## config.mk

```make
export PLATFORM = sky130hd
export DESIGN_NAME = mux_8_1_rr_v
export DESIGN_NICKNAME = d
export VERILOG_FILES = /design/src/rtl/mux_pkg.sv /design/src/rtl/mux_8_1_rr_v_pick.sv /design/src/rtl/mux_8_1_rr_v.sv
export SDC_FILE = /design/constraint.sdc
export NUM_CORES = 1
export LEC_CHECK = 0
export BUFFER_PORTS_ARGS = -buffer_cell sky130_fd_sc_hd__buf_4
export CORE_MARGIN = 3
export CORE_UTILIZATION = 35
export DETAILED_ROUTE_END_ITERATION = 10
export GPL_TIMING_DRIVEN = 0
export SLEW_MARGIN = 20
export SYNTH_ARGS = -nofsm -noshare
export SYNTH_HDL_FRONTEND = slang
export SYNTH_SLANG_ARGS = --single-unit
```

## constraint.sdc

```tcl
create_clock -name i_clk -period 5.2 [get_ports i_clk]
set_clock_uncertainty 0.05 [all_clocks]
set_input_delay 0.52 -clock i_clk [delete_from_list [all_inputs] [get_ports i_clk]]
set_output_delay 0.52 -clock i_clk [all_outputs]
set_load 0.05 [all_outputs]
```

## src/rtl/mux_pkg.sv

```systemverilog
// Shared definitions for the 8-lane mux/demux pair.
// Lane count, output-register state and one-hot helpers.
package mux_pkg;

   localparam int NUM_LANES = 8;

   typedef enum logic {
      EMPTY = 1'b0,
      FULL  = 1'b1
   } state_t;

   // One-hot select code to lane index
   function automatic logic [2:0] oh2idx(input logic [7:0] oh);
      logic [2:0] r;
      r = '0;
      for (int i = 0; i < NUM_LANES; i++) begin
         if (oh[i]) r = r | 3'(i);
      end
      return r;
   endfunction

   // Lane index to one-hot select code
   function automatic logic [7:0] idx2oh(input logic [2:0] idx);
      return 8'd1 << idx;
   endfunction

endpackage

```

## src/rtl/mux_8_1_rr_v_pick.sv

```systemverilog
// Rotating-priority picker for eight lanes.
// Search starts at i_ptr and wraps; first eligible lane wins.
module rr_pick_8_v
   import mux_pkg::*;
(
   input  logic [7:0] i_elig,
   input  logic [2:0] i_ptr,
   output logic [7:0] o_gnt,
   output logic [2:0] o_idx,
   output logic       o_any
);

   logic [7:0] w_gnt;
   logic       w_found;
   logic [2:0] w_j;

   // Walk lanes ptr, ptr+1, ... mod 8 and grant the first eligible one
   always_comb begin
      w_gnt   = '0;
      w_found = 1'b0;
      w_j     = '0;
      for (int i = 0; i < NUM_LANES; i++) begin
         w_j = i_ptr + 3'(i);
         if (!w_found && i_elig[w_j]) begin
            w_gnt[w_j] = 1'b1;
            w_found    = 1'b1;
         end
      end
   end

   assign o_gnt = w_gnt;
   assign o_idx = oh2idx(w_gnt);
   assign o_any = w_found;

endmodule

```

## src/rtl/mux_8_1_rr_v.sv

```systemverilog
// 8-to-1 round-robin collector onto one valid/ready stream.
// Publishes the grant as a one-hot select code and acks the lane.
module mux_8_1_rr_v
   import mux_pkg::*;
#(
   parameter int W = 8
) (
   input  logic             i_clk,
   input  logic             i_rst_n,
   input  logic [7:0]       i_req,
   input  logic [8*W-1:0]   i_data,
   input  logic             i_ready,
   output logic             o_valid,
   output logic [W-1:0]     o_data,
   output logic [7:0]       o_sel_code,
   output logic [7:0]       o_ack
);

   state_t         r_state;
   logic [2:0]     r_ptr;
   logic [W-1:0]   r_data;
   logic [7:0]     r_sel;
   logic [7:0]     r_ack;

   logic [W-1:0]   w_lane [NUM_LANES];
   logic [7:0]     w_elig;
   logic [7:0]     w_gnt;
   logic [2:0]     w_idx;
   logic           w_any;
   logic           w_load;

   for (genvar k = 0; k < NUM_LANES; k++) begin : g_lane
      assign w_lane[k] = i_data[k*W +: W];
   end

   // A lane acked this cycle is masked so a slow-dropping req is not recaptured
   assign w_elig = i_req & ~r_ack;
   assign w_load = (r_state == EMPTY) | i_ready;

   rr_pick_8_v u_pick (
      .i_elig (w_elig),
      .i_ptr  (r_ptr),
      .o_gnt  (w_gnt),
      .o_idx  (w_idx),
      .o_any  (w_any)
   );

   // Output register: load a winner, drain to EMPTY, or hold under backpressure
   always_ff @(posedge i_clk or negedge i_rst_n) begin
      if (!i_rst_n) begin
         r_state <= EMPTY;
         r_ptr   <= '0;
         r_data  <= '0;
         r_sel   <= '0;
         r_ack   <= '0;
      end else begin
         r_ack <= '0;
         if (w_load) begin
            if (w_any) begin
               r_state <= FULL;
               r_data  <= w_lane[w_idx];
               r_sel   <= w_gnt;
               r_ack   <= w_gnt;
               r_ptr   <= w_idx + 3'd1;
            end else begin
               r_state <= EMPTY;
               r_sel   <= '0;
            end
         end
      end
   end

   assign o_valid    = (r_state == FULL);
   assign o_data     = r_data;
   assign o_sel_code = r_sel;
   assign o_ack      = r_ack;

endmodule

```

# --- Yosys cells after proc, flatten, opt, wreduce, memory -nomap -nowiden ---
# Cells that the tools add are included.
classes:
  eq_ne: 0
  n_reduce_logical: 23
  muxes: 61
  magnitude_cmp: 17
  addsub: 8
  n_mul: 0
  div: 0
  n_shift: 0
  n_bitwise: 12
op_table:
  columns: ["op", "n"]
  rows:
  - ["two-way mux 8 bit", 12]
  - ["bitwise OR 8 bit", 7]
  - ["less-than comparator 3 x 4 -> 1 bit (second input constant)", 8]
  - ["two-way mux 1 bit", 26]
  - ["binary-select mux 1 bit (select 3 bit)", 8]
  - ["binary-select mux 8 bit (select 3 bit)", 1]
  - ["demux 1 bit (select 3 bit)", 8]
  - ["greater-or-equal comparator 3 x 1 -> 1 bit (second input constant)", 8]
  - ["logical AND 1 bit", 15]
  - ["adder 3 bit (second input constant)", 4]
  - ["two-way mux 3 bit", 4]
  - ["bitwise AND 8 bit", 1]
  - ["inverter 8 bit", 1]
  - ["zero test 1 bit", 7]
  - ["adder 3 x 1 -> 3 bit (second input constant)", 2]
  - ["adder 3 x 2 -> 3 bit (second input constant)", 2]
  - ["greater-or-equal comparator 4 bit (second input constant)", 1]
  - ["two-way mux 2 bit", 2]
  - ["inverter 3 -> 4 bit", 1]
  - ["AND reduction 2 bit", 1]
  - ["inverter 1 bit", 1]
  - ["bitwise OR 1 bit", 1]
word_totals:
  out_inout_bits: 25
  romBits: 0
  wordCells: 126
  mem_count: 0
  register_bits: 28
  ram_bits: 0
  latchBits: 0

# --- Logic depth before layout (Yosys ltp) ---
depth:
  ltp_word: 37
  depth_mapped: 21
  mapped_depth_nobuf: 14

# --- Modules after synthesis ---
# Synthesis repeated with hierarchy kept, for this count alone.
hier_totals:
  cells_unflattened: 284
  hier_area_um2: 2875.3
by_module_without_submodules:
  columns: ["module", "area_each_um2", "cells_per_inst", "n_inst", "seq_area_each_um2"]
  rows:
  - ["mux_8_1_rr_v", 1694.1, 143, 1, 700.7]
  - ["rr_pick_8_v", 1181.1, 141, 1, 0.0]

# --- Least setup slack after synthesis ---
# Ideal clock, no wire load.
synth_path:
  path_type: "register to register"
  start: "reg r_ptr[0]"
  end: "reg r_ptr[1]"
  path_buffers: 6
  slack_ps: 413
  synth_period_minus_slack_ps: 4787
  required_time_ps: 5025
  setup_ps: 125
  path_stages_with_launch: 19
  arrival_ps: 4612
  path_cell_list: "dfrtp_1 -> buf_4 -> inv_4 -> buf_4 -> clkbuf_1 -> ha_1 -> inv_1 -> clkbuf_1 -> mux4_2 -> nand4_1 -> o21ai_0 -> o32ai_1 -> nand2_1 -> nor3_2 -> buf_2 -> buf_4 -> inv_1 -> ha_1 -> mux2_2"
synth_via:
  elab_chain_cells: 32
synth_rtl:
  columns: ["element", "line", "rtl"]
  rows:
  - ["start, declared", "mux_8_1_rr_v.sv:20", "logic [2:0] r_ptr;"]
  - ["start signal, assigned", "mux_8_1_rr_v.sv:64", "r_ptr <= w_idx + 3'd1;"]
  - ["branches (longest 32 deep; another with less-than comparator 3 x 4 -> 1 bit)", null, null]
# Several ways; the timed one is not identified. The select of a mux whose other input is x is not followed.
# A chain may end at the register's enable or synchronous reset.

# --- Worst setup path in the final report ---
layout_path:
  start: "reg r_ptr[2]"
  end: "reg r_data[4] (netlist: o_data[4])"
layout_via:
  elab_chain_cells: 35
layout_rtl:
  columns: ["element", "line", "rtl"]
  rows:
  - ["branches (longest 35 deep; another with less-than comparator 3 x 4 -> 1 bit)", null, null]
  - ["end signal, assigned", "mux_8_1_rr_v.sv:61", "r_data <= w_lane[w_idx];"]
  - ["end, declared", "mux_8_1_rr_v.sv:21", "logic [W-1:0] r_data;"]
# Several ways; the timed one is not identified. The select of a mux whose other input is x is not followed.

==> impl_results.md <==
- Top cells by area, synth: dfrtp_1 (23%), mux4_2 (13%), mux2i_1 (4.3%)
- Worst Hold Class: input pin to asynchronous set/reset pin
- CTS Sinks: 28
- Post-synth ARST share: 1.00
- Worst R2R Start: r_ptr[2]
- Synthesized instance count: 334
- Area occupied by multi-input gates: 2190 sq um
- Synth Area in XOR/XNOR: 0.00871
- Fill count: 815
- Slew headroom: 0.442
- DIE HEIGHT: 98.9 um
- Layout Nets: 520
- Overall global routing resource usage: 0.199
- Final HPWL DP: 8.01 mm
- # DRC: 0
- Total congestion overflow: 0
- Fin. max-slew vios: 0
- FF/Latch Area: 701 sq um
- Design area: 4010 sq um
- Synthesized-area fraction occupied by adder cells: 0.0290
- Top FF cell, synth: dfrtp_1
- Vias per Instance: 5.82
- Crit path launch type: flip-flop
- Drt first pass iters: 5
- Die W: 98.9 um
- Largest net degree at the start of global routing: 29
- Final hold vios: 0
- TritonCTS clock tree: built
- Syn nets: 416
- Largest family of logic cells by synthesized area: compound AO/OA/AOI/OAI gates
- Status: completed
- Most frequent cell after synthesis: nand2_1
- Area Overhead vs Synth: 32.9%
- Global-route wire length before repair: 16.0 mm
- Crit. End Element: flip-flop
- Fmax: 206 MHz
- I/O pin cnt: 100
- Reg2reg setup slack: 350 ps
- Yosys cell types: 62
- Area fraction in compound gates after synthesis: 0.232
- Inserted Clock Buffers: 3
- Synth Warn #: 0
- Most frequent cells after synthesis: nand2_1 (31), dfrtp_1 (28), mux4_2 (17), nand2b_1 (17), o21ai_0 (15)
- Reg2Reg Capture Point: o_data[4]
- Tmin final: 4850 ps
- H-tree level count: 1
- Vias in the first global route: 3106
- Multiplexer area fraction after synthesis: 0.214
- CP Class: flip-flop to flip-flop
- Via count: 3154
- Synthesized flop and latch total: 28
- GP Congestion: 0.937
- Die ar.: 9770 sq um
- Least-Margin Pin Slew: 830 ps
- IO Port Bufs: 99
- Top cell type's share of synthesized area: 0.232
- Post-synth top area cell: dfrtp_1
- Mapped Area: 3020 sq um
- FP Rows: 33
- Antenna Nets Post-Route: 0
- Period utilization: 0.932
- Syn Area/Cell: 9.04 sq um
- Critical Path AT: 4980 ps
- Final setup viols: 0
- Initial antenna violation count: 0
- Max cap viols: 0
- EDFF count, synth: 0
- Worst-Skew Late Latency: 280 ps
- Simple-gate share of the synthesized area: 0.230
- Critical Path RT: 5330 ps
- CTS Buffer Depth: 2
- R2R depth: 17
- Share of layout cells above drive strength 1: 0.357
- Initial DRC count: 219
- Sum Neg Setup Slack: 0 ps
- Clock slew at reported path FFs: 110 ps
- Unrepaired setup endpoints after global routing: false
- Antenna Cells: 0
- Routed WL per cell: 18.5 um
- Root Driver: clkbuf_8
- Core area: 8300 sq um
- Worst-path fanout max: 10
- Register area share after synthesis: 0.232
- DRT Wirelength: 10.0 mm
- Placed cell area: 3900 sq um
- Initial Utilization: 0.364
==> registers in the layout (all words and copies together) (netlist names) <==
signal / count
o_ack: 8
o_data: 8
o_sel_code: 8
r_ptr: 3
o_valid: 1
==> stage by stage <==
step | worst slack (ps) | std cells | util | hold slack (ps)
CTS | 11.9 | 543 | 0.482 | 103
floorplan | 413 | 334 | - | 174
finish | 354 | 542 | 0.483 | 87.8
global placement | -582 | 538 | 0.469 | 410
detailed placement | -615 | 538 | 0.470 | 415
global route | 22.7 | 542 | 0.483 | 116
==> how the worst max path moves through the flow <==
| stage | from | endpoint | slack [ps] | depth (start not counted) |
|---|---|---|---|---|
| after floorplan | r_ptr[0] | r_ptr[1] | 410 | 18 |
| after global placement | r_ptr[0] | r_ptr[1] | -580 | 18 |
| after detailed placement | r_ptr[0] | r_ptr[1] | -610 | 18 |
| after CTS | r_ptr[0] | r_ptr[1] | 10 | 19 |
| after global routing | r_ptr[2] | o_data[2] | 20 | 17 |
| final | r_ptr[2] | o_data[4] | 350 | 17 |
==> worst max-delay path, cell delays in order (launching register included) <==
cell and delay (ps):
dfrtp_1 390, buf_2 210, clkbuf_1 350, inv_1 140
ha_1 430, mux4_2 340, mux2i_1 320, nand4_1 340
buf_2 290, nor4b_1 450, nand2_1 110, nand4_1 240
nor3_4 60, buf_4 180, buf_2 190, a21oi_1 160
a22oi_1 110, a221o_1 340
==> metal layers <==
metal	routed length [um]	global-route usage
met5	0	0
met4	122	0.0399
met3	783	0.0283
met2	4830	0.331
met1	4270	0.275
==> layout by cell type, fill, tap and decap left out, types with 4 or more instances in the layout <==
master    count
nand2_1      31
a21oi_1      14
nand4_1       7
nor2_1       14
mux2_4        5
a21o_1       14
o21ai_0      15
nand2b_1     17
inv_1        11
a22oi_1       5
o22ai_1       5
dfrtp_1      28
buf_2         5
clkbuf_1      7
mux4_2       17
o211a_1       5
nor3_1        5
mux2i_1      12
a221o_1       5
nor2b_1      13
o211ai_1     10
buf_4       103
ha_1          7
a31oi_1       4
nand3_1      10
==> what timing repair did <==
action	in CTS	in global routing
gates resized for setup	4	4
pin swaps	1	0
endpoints found under the setup margin	11	10
hold buffers	0	0
setup buffers	1	0
==> cells by family after synthesis <==
group / Yosys count
AND/OR/NAND/NOR: 123
multiplexers: 40
adder cells (fa/ha/maj): 7
AO/OA/AOI/OAI: 99
XOR/XNOR: 3
flip-flops: 28
buffers and inverters: 34
==> layout make-up <==
type                            instances  area share
Inverter                               13      0.0128
Clock inverter                          1     0.00749
Multi-Input combinational cell        272       0.547
Clock buffer                            3      0.0103
Timing Repair Buffer                  100       0.187
Tap cell                              105      0.0328
Sequential cell                        28       0.175
Buffer                                 20      0.0275
Power is not shown: default switching activity piles up to over one toggle a cycle in this logic, so the estimate is an artifact.
